<file path="config.mk">
export PLATFORM = sky130hd
export DESIGN_NAME = fetch_sequencer
export DESIGN_NICKNAME = d
export VERILOG_FILES = /design/src/rtl/fetch_sequencer.sv
export SDC_FILE = /design/constraint.sdc
export NUM_CORES = 1
export LEC_CHECK = 0
export ABC_AREA = 0
export BUFFER_PORTS_ARGS = -buffer_cell sky130_fd_sc_hd__buf_2
export CORE_MARGIN = 5
export CORE_UTILIZATION = 54
export CTS_BUF_LIST = sky130_fd_sc_hd__clkbuf_16
export DETAILED_ROUTE_END_ITERATION = 8
export GPL_ROUTABILITY_DRIVEN = 0
export HOLD_SLACK_MARGIN = 0.05
export PLACE_DENSITY = 0.8
export SYNTH_ARGS = -nofsm -noshare
export SYNTH_HDL_FRONTEND = slang
export SYNTH_SLANG_ARGS = --single-unit
</file>
<file path="constraint.sdc">
create_clock -name clk -period 4.8 [get_ports clk]
set_input_delay 0.48 -clock clk [delete_from_list [all_inputs] [get_ports clk]]
set_output_delay 0.48 -clock clk [all_outputs]
set_load 0.005 [all_outputs]
</file>
<file path="src/rtl/fetch_sequencer.sv">
// Instruction-fetch sequencer: walks the PC, pairs opcodes with optional immediates, hands packets to decode.
// Optional FETCH_BOOT_VECTOR_EN: load the start PC from a 2-word vector at RESET_VEC after reset.
module fetch_sequencer #(
  parameter int              PC_W      = 32,
  parameter logic [PC_W-1:0] RESET_PC  = '0,
  parameter logic [PC_W-1:0] RESET_VEC = '0,
  parameter int              IMM_BIT   = 2,
  parameter logic [15:0]     NOP_INSTR = 16'h07F8
) (
  input  logic            clk,
  input  logic            rst,
  output logic [PC_W-1:0] imem_addr,
  input  logic [15:0]     imem_data,
  input  logic            redirect_valid,
  input  logic [PC_W-1:0] redirect_pc,
  output logic            out_valid,
  input  logic            out_ready,
  output logic [15:0]     out_instr,
  output logic [15:0]     out_imm,
  output logic            out_has_imm,
  output logic [PC_W-1:0] out_pc
);
  typedef enum logic [1:0] {S_OP, S_IMM, S_BOOT_HI, S_BOOT_LO} state_t;

  state_t          r_state;
  logic [PC_W-1:0] r_pc;
  logic [PC_W-1:0] r_op_pc;
  logic [15:0]     r_op_hold;
  logic            w_adv;

  // Output register may load when empty or being drained this cycle.
  assign w_adv = !out_valid || out_ready;

`ifdef FETCH_BOOT_VECTOR_EN
  logic [15:0] r_boot_hi;

  always_comb begin
    imem_addr = r_pc;
    if (r_state == S_BOOT_HI)      imem_addr = RESET_VEC;
    else if (r_state == S_BOOT_LO) imem_addr = RESET_VEC + PC_W'(1);
  end
`else
  assign imem_addr = r_pc;
`endif

  always_ff @(posedge clk or posedge rst) begin
    if (rst) begin
      r_pc        <= RESET_PC;
      r_op_pc     <= '0;
      r_op_hold   <= '0;
      out_valid   <= 1'b0;
      out_instr   <= NOP_INSTR;
      out_imm     <= '0;
      out_has_imm <= 1'b0;
      out_pc      <= '0;
`ifdef FETCH_BOOT_VECTOR_EN
      r_boot_hi   <= '0;
      r_state     <= S_BOOT_HI;
`else
      r_state     <= S_OP;
`endif
    end
`ifdef FETCH_BOOT_VECTOR_EN
    // Boot vector load is not interruptible by redirects.
    else if (r_state == S_BOOT_HI) begin
      r_boot_hi <= imem_data;
      r_state   <= S_BOOT_LO;
    end else if (r_state == S_BOOT_LO) begin
      r_pc    <= PC_W'({r_boot_hi, imem_data});
      r_state <= S_OP;
    end
`endif
    else if (redirect_valid) begin
      r_pc      <= redirect_pc;
      r_state   <= S_OP;
      out_valid <= 1'b0;
    end else if (w_adv) begin
      case (r_state)
        S_OP: begin
          r_pc <= r_pc + PC_W'(1);
          if (!imem_data[IMM_BIT]) begin
            out_instr   <= imem_data;
            out_imm     <= '0;
            out_has_imm <= 1'b0;
            out_pc      <= r_pc;
            out_valid   <= 1'b1;
          end else begin
            // Park the opcode; the packet completes once the immediate is read.
            r_op_hold <= imem_data;
            r_op_pc   <= r_pc;
            out_valid <= 1'b0;
            r_state   <= S_IMM;
          end
        end
        S_IMM: begin
          out_instr   <= r_op_hold;
          out_imm     <= imem_data;
          out_has_imm <= 1'b1;
          out_pc      <= r_op_pc;
          out_valid   <= 1'b1;
          r_pc        <= r_pc + PC_W'(1);
          r_state     <= S_OP;
        end
        default: r_state <= S_OP;
      endcase
    end
  end
endmodule

</file>
==> out/qor_table.md <==
| Stage | Quantity | This run |
|---|---|---|
| clock tree | Clock latency at the later pin of the worst-skew pair | 0.42 ns |
| synth | Most numerous cell types in the synthesized netlist | sky130_fd_sc_hd__dfrtp_1, sky130_fd_sc_hd__nand2_1, sky130_fd_sc_hd__o21ai_0 |
| synth | Cell area after synthesis | 0.006404 sq mm |
| clock tree | CTS Sinks | 147 |
| setup path | Reg-to-reg critical path endpoint | imem_addr[30] |
| clock tree | Cell chosen for the clock root | sky130_fd_sc_hd__clkbuf_16 |
| global route | Global Route met2 Usage | 0.3378 |
| timing | Setup repair after global routing missed its margin | no |
| power | Clock network fraction of total power | 0.365 |
| final layout | Area Overhead vs Synth | 21.73% |
| setup path | CP Data Required Time | 5.09 ns |
| final layout | Layout Utilization | 0.6769 |
| clock tree | TritonCTS clock tree | done |
| synth | Post-Synth XOR/XNOR Area | 0.04103 |
| final layout | Number of antenna diodes | 0 |
| global route | First-pass GRT wire length | 24370 um |
| drt | Length of the first detailed-routing pass in iterations | 5 |
| global route | Global-route met3 utilization | 0.06919 |
| final layout | Fraction of layout instances using a drive strength above 1 | 0.3499 |
| drt | DRC | 0 |
| clock tree | Number of setup buffers added after CTS | 0 |
| power | Power per Cell Area | 445.3 mW/mm^2 |
| synth | Number of synthesized flops with an enable pin | 0 |
| synth | Biggest area contributors in the synthesized netlist | sky130_fd_sc_hd__dfrtp_1, sky130_fd_sc_hd__mux2_2, sky130_fd_sc_hd__mux2i_1 |
| synth | Combinational family with the most area after synthesis | multiplexers |
| timing | Setup violations, final | 0 |
| die | Initial Util | 0.5561 |
| final layout | Net count reported at finish | 746 |
| global route | GRT busiest layer | met2 |
| synth | Leading cell type by number of instances after synthesis | sky130_fd_sc_hd__dfrtp_1 |
| timing | Final cycle utilization of the critical path | 0.5484 |
| timing | Number of failing hold endpoints at the final stage | 0 |
| global route | Total global routing overflow | 0 |
| run | Max-cap violations | 0 |
| synth | Post-Synthesis Mean Instance Area | 11.46 sq um |
| placed design | Number of input and output port buffers inserted | 149 |
| drt | Post-route ant nets | 0 |
| global route | Antenna violations before repair | 0 |
| die | Area of the die | 0.01414 sq mm |
| synth | Distinct cells, synth | 32 |
| die | Width of the chip | 118.9 um |
| global route | Largest net degree at the start of global routing | 112 |
| power | Largest voltage drop on the vdd net | 0.2501 mV |
| drt | Vias after detailed routing | 4699 |
| synth | Number of instances in the synthesized netlist | 559 |
| timing | Least-Margin Pin Slew | 1.379 ns |
| synth | Top flip-flop cell by instance count after synthesis | sky130_fd_sc_hd__dfrtp_1 |
| timing | Final-layout setup total negative slack | 0 ns |
| synth | Area fraction of the dominant cell type after synthesis | 0.5432 |
| global route | GR Util All Layers | 0.2121 |
| setup path | Category of the critical setup timing path | register to register |
| timing | Normalized max-slew margin | 0.07352 |
| power | Internal power summed over all cells | 2.532 mW |
| setup path | Worst Setup End Kind | register |
| clock tree | Number of levels in the clock H-tree | 4 |
| synth | Flops & latches, synth | 147 |
| synth | Share of synthesized registers carrying an async set or reset | 1.000 |
| power | Sequential Power Share | 0.474 |
| synth | Post-synthesis share of cell area spent on full adders, half adders and majority gates | 0.001954 |
| global route | Met1 capacity usage during global routing | 0.2868 |
| run status | Run status | finished, final reports clean |
| global route | Number of global-route vias before repair | 4777 |
| drt | Routed len/inst | 17.28 um |
| power | Sw frac | 0.2704 |
| hold path | Class of the tightest hold or removal check | primary input to async pin |
| timing | Minimum period implied by the final worst setup slack | 2.632 ns |
| setup path | Reg2reg setup slack | 2.17 ns |
| power | Leakage | 3.618 nW |
| clock tree | Post-CTS Hold Buffers | 0 |
| timing | Final setup skew | 0.01093 ns |
| synth | Count of synthesis-stage warnings from yosys | 0 |
| synth | Sequential fraction of the synthesis area | 0.5760 |
| setup path | Largest fanout of any net on the critical path | 11 |
| clock tree | TritonCTS Buffers | 17 |
| clock tree | Cts repair resizes | 0 |
| die | I/O pin total | 150 |
| timing | Maximum clock frequency | 0.3799 GHz |
| synth | Portion of netlist area occupied by mux cells | 0.1630 |
| setup path | Worst reg2reg path depth | 5 |
| power | Switching pwr | 938.7 uW |
| drt | Routed Wire Length | 14670 um |
| synth | Post-synthesis cell type with the largest combined area | sky130_fd_sc_hd__dfrtp_1 |
| synth | Fraction of the mapped netlist area in compound gates | 0.08675 |
| final layout | Fill count | 881 |
| placed design | Post-detail-place hpwl | 9922 um |
| die | Row cnt | 39 |
| clock tree | Buffer levels on the longest clock path | 2 |
| clock tree | Clock-pin slew on the worst setup and hold paths | 0.06 ns |
| setup path | Critical path data arrival time | 2.92 ns |
| synth | Simple-gate area share of the yosys netlist | 0.1063 |
| drt | Detailed Route Iter0 Violations | 401 |
| power | Combinational share of power | 0.161 |
| setup path | Launching point of the worst reg2reg path | imem_addr[12] |
| power | Total power | 3.471 mW |
| die | Die extent in y | 118.9 um |
| synth | Net Count, Synth | 612 |
| timing | Pins Over Slew Limit | 0 |
| die | Area inside the core boundary | 0.01152 sq mm |
| drt | Number of vias per cell | 5.535 |
| setup path | Worst setup SP type | register |
cells by family after synthesis:
| kind of cell | after synthesis |
|---|---|
| flip-flops | 147 |
| AND/OR/NAND/NOR | 145 |
| AO/OA/AOI/OAI | 98 |
| multiplexers | 98 |
| buffers and inverters | 40 |
| XOR/XNOR | 30 |
| adder cells (fa/ha/maj) | 1 |
state kept, by name, indices dropped and copies added, names as in the netlist:
register,cells
out_pc,32
out_imm,16
out_has_imm,1
out_instr,16
r_op_hold,16
imem_addr,32
r_state,1
r_op_pc,32
out_valid,1
metrics by stage:
stage	hold slack, ns	instances	instance area, sq um	setup WS (ns)
6_report	0.2592	849	7795	2.168
5_1_grt	0.2705	849	7795	2.016
4_1_cts	0.2608	849	7795	2.248
3_5_place_dp	0.4588	817	7228	1.820
3_3_place_gp	0.4528	817	7228	1.937
2_1_floorplan	0.4405	559	6404	0.3819
worst max-delay path, cell delays in order (launching register included):
cell	delay (ns)
sky130_fd_sc_hd__dfrtp_1	0.49
sky130_fd_sc_hd__nand4_2	0.23
sky130_fd_sc_hd__nor3_1	1.10
sky130_fd_sc_hd__nand4_1	0.22
sky130_fd_sc_hd__xnor2_1	0.20
sky130_fd_sc_hd__mux2_2	0.27
layer usage:
layer | wire (um) | up-vias
li1 | - | 2228
met1 | 6406 | 2317
met2 | 7136 | 145
met3 | 1048 | 9
met4 | 75 | 0
met5 | 0 | -
cell type report:
cell class / instances / area, sq um / share of cell area
Tap cell: 143 / 178.9 / 0.02295
Clock buffer: 17 / 425.4 / 0.05457
Inverter: 3 / 16.27 / 0.002087
Sequential cell: 147 / 3690 / 0.4734
Multi-Input combinational cell: 372 / 2575 / 0.3303
Timing Repair Buffer: 152 / 768.2 / 0.09856
Clock inverter: 15 / 141.4 / 0.01814
layout by cell type (no fill, tap or decap), types with 8 or more instances in the layout:
master / netlist / layout
sky130_fd_sc_hd__nand2_1: 91 / 91
sky130_fd_sc_hd__dfrtp_1: 139 / 138
sky130_fd_sc_hd__xor2_1: 21 / 21
sky130_fd_sc_hd__xnor2_1: 9 / 9
sky130_fd_sc_hd__dfstp_2: 8 / 8
sky130_fd_sc_hd__buf_2: 8 / 149
sky130_fd_sc_hd__mux2i_1: 48 / 48
sky130_fd_sc_hd__nand4_1: 12 / 12
sky130_fd_sc_hd__a22o_1: 16 / 16
sky130_fd_sc_hd__clkbuf_16: 0 / 17
sky130_fd_sc_hd__o21ai_0: 78 / 78
sky130_fd_sc_hd__mux2_2: 50 / 50
sky130_fd_sc_hd__nand3_1: 13 / 12
how the worst max path moves through the flow:
stage,from,endpoint,slack (ns),depth (start not counted)
final,imem_addr[12],imem_addr[30],2.17,5
after global placement,redirect_valid,r_op_pc[21],1.94,6
after detailed placement,redirect_valid,r_op_hold[0],1.82,6
after floorplan,rst,imem_addr[0],0.38,1
after CTS,redirect_valid,r_op_hold[0],2.25,6
after global routing,imem_addr[11],imem_addr[31],2.02,5
power groups by stage:
stage,logic (mW),clock network [mW],registers (mW)
finish,0.559,1.27,1.65
floorplan,0.323,0,1.64
CTS,0.571,1.29,1.65
global route,0.631,1.35,1.68
global placement,0.545,0,1.65
detailed placement,0.568,0,1.67
Power figures use the tool's default switching activity.
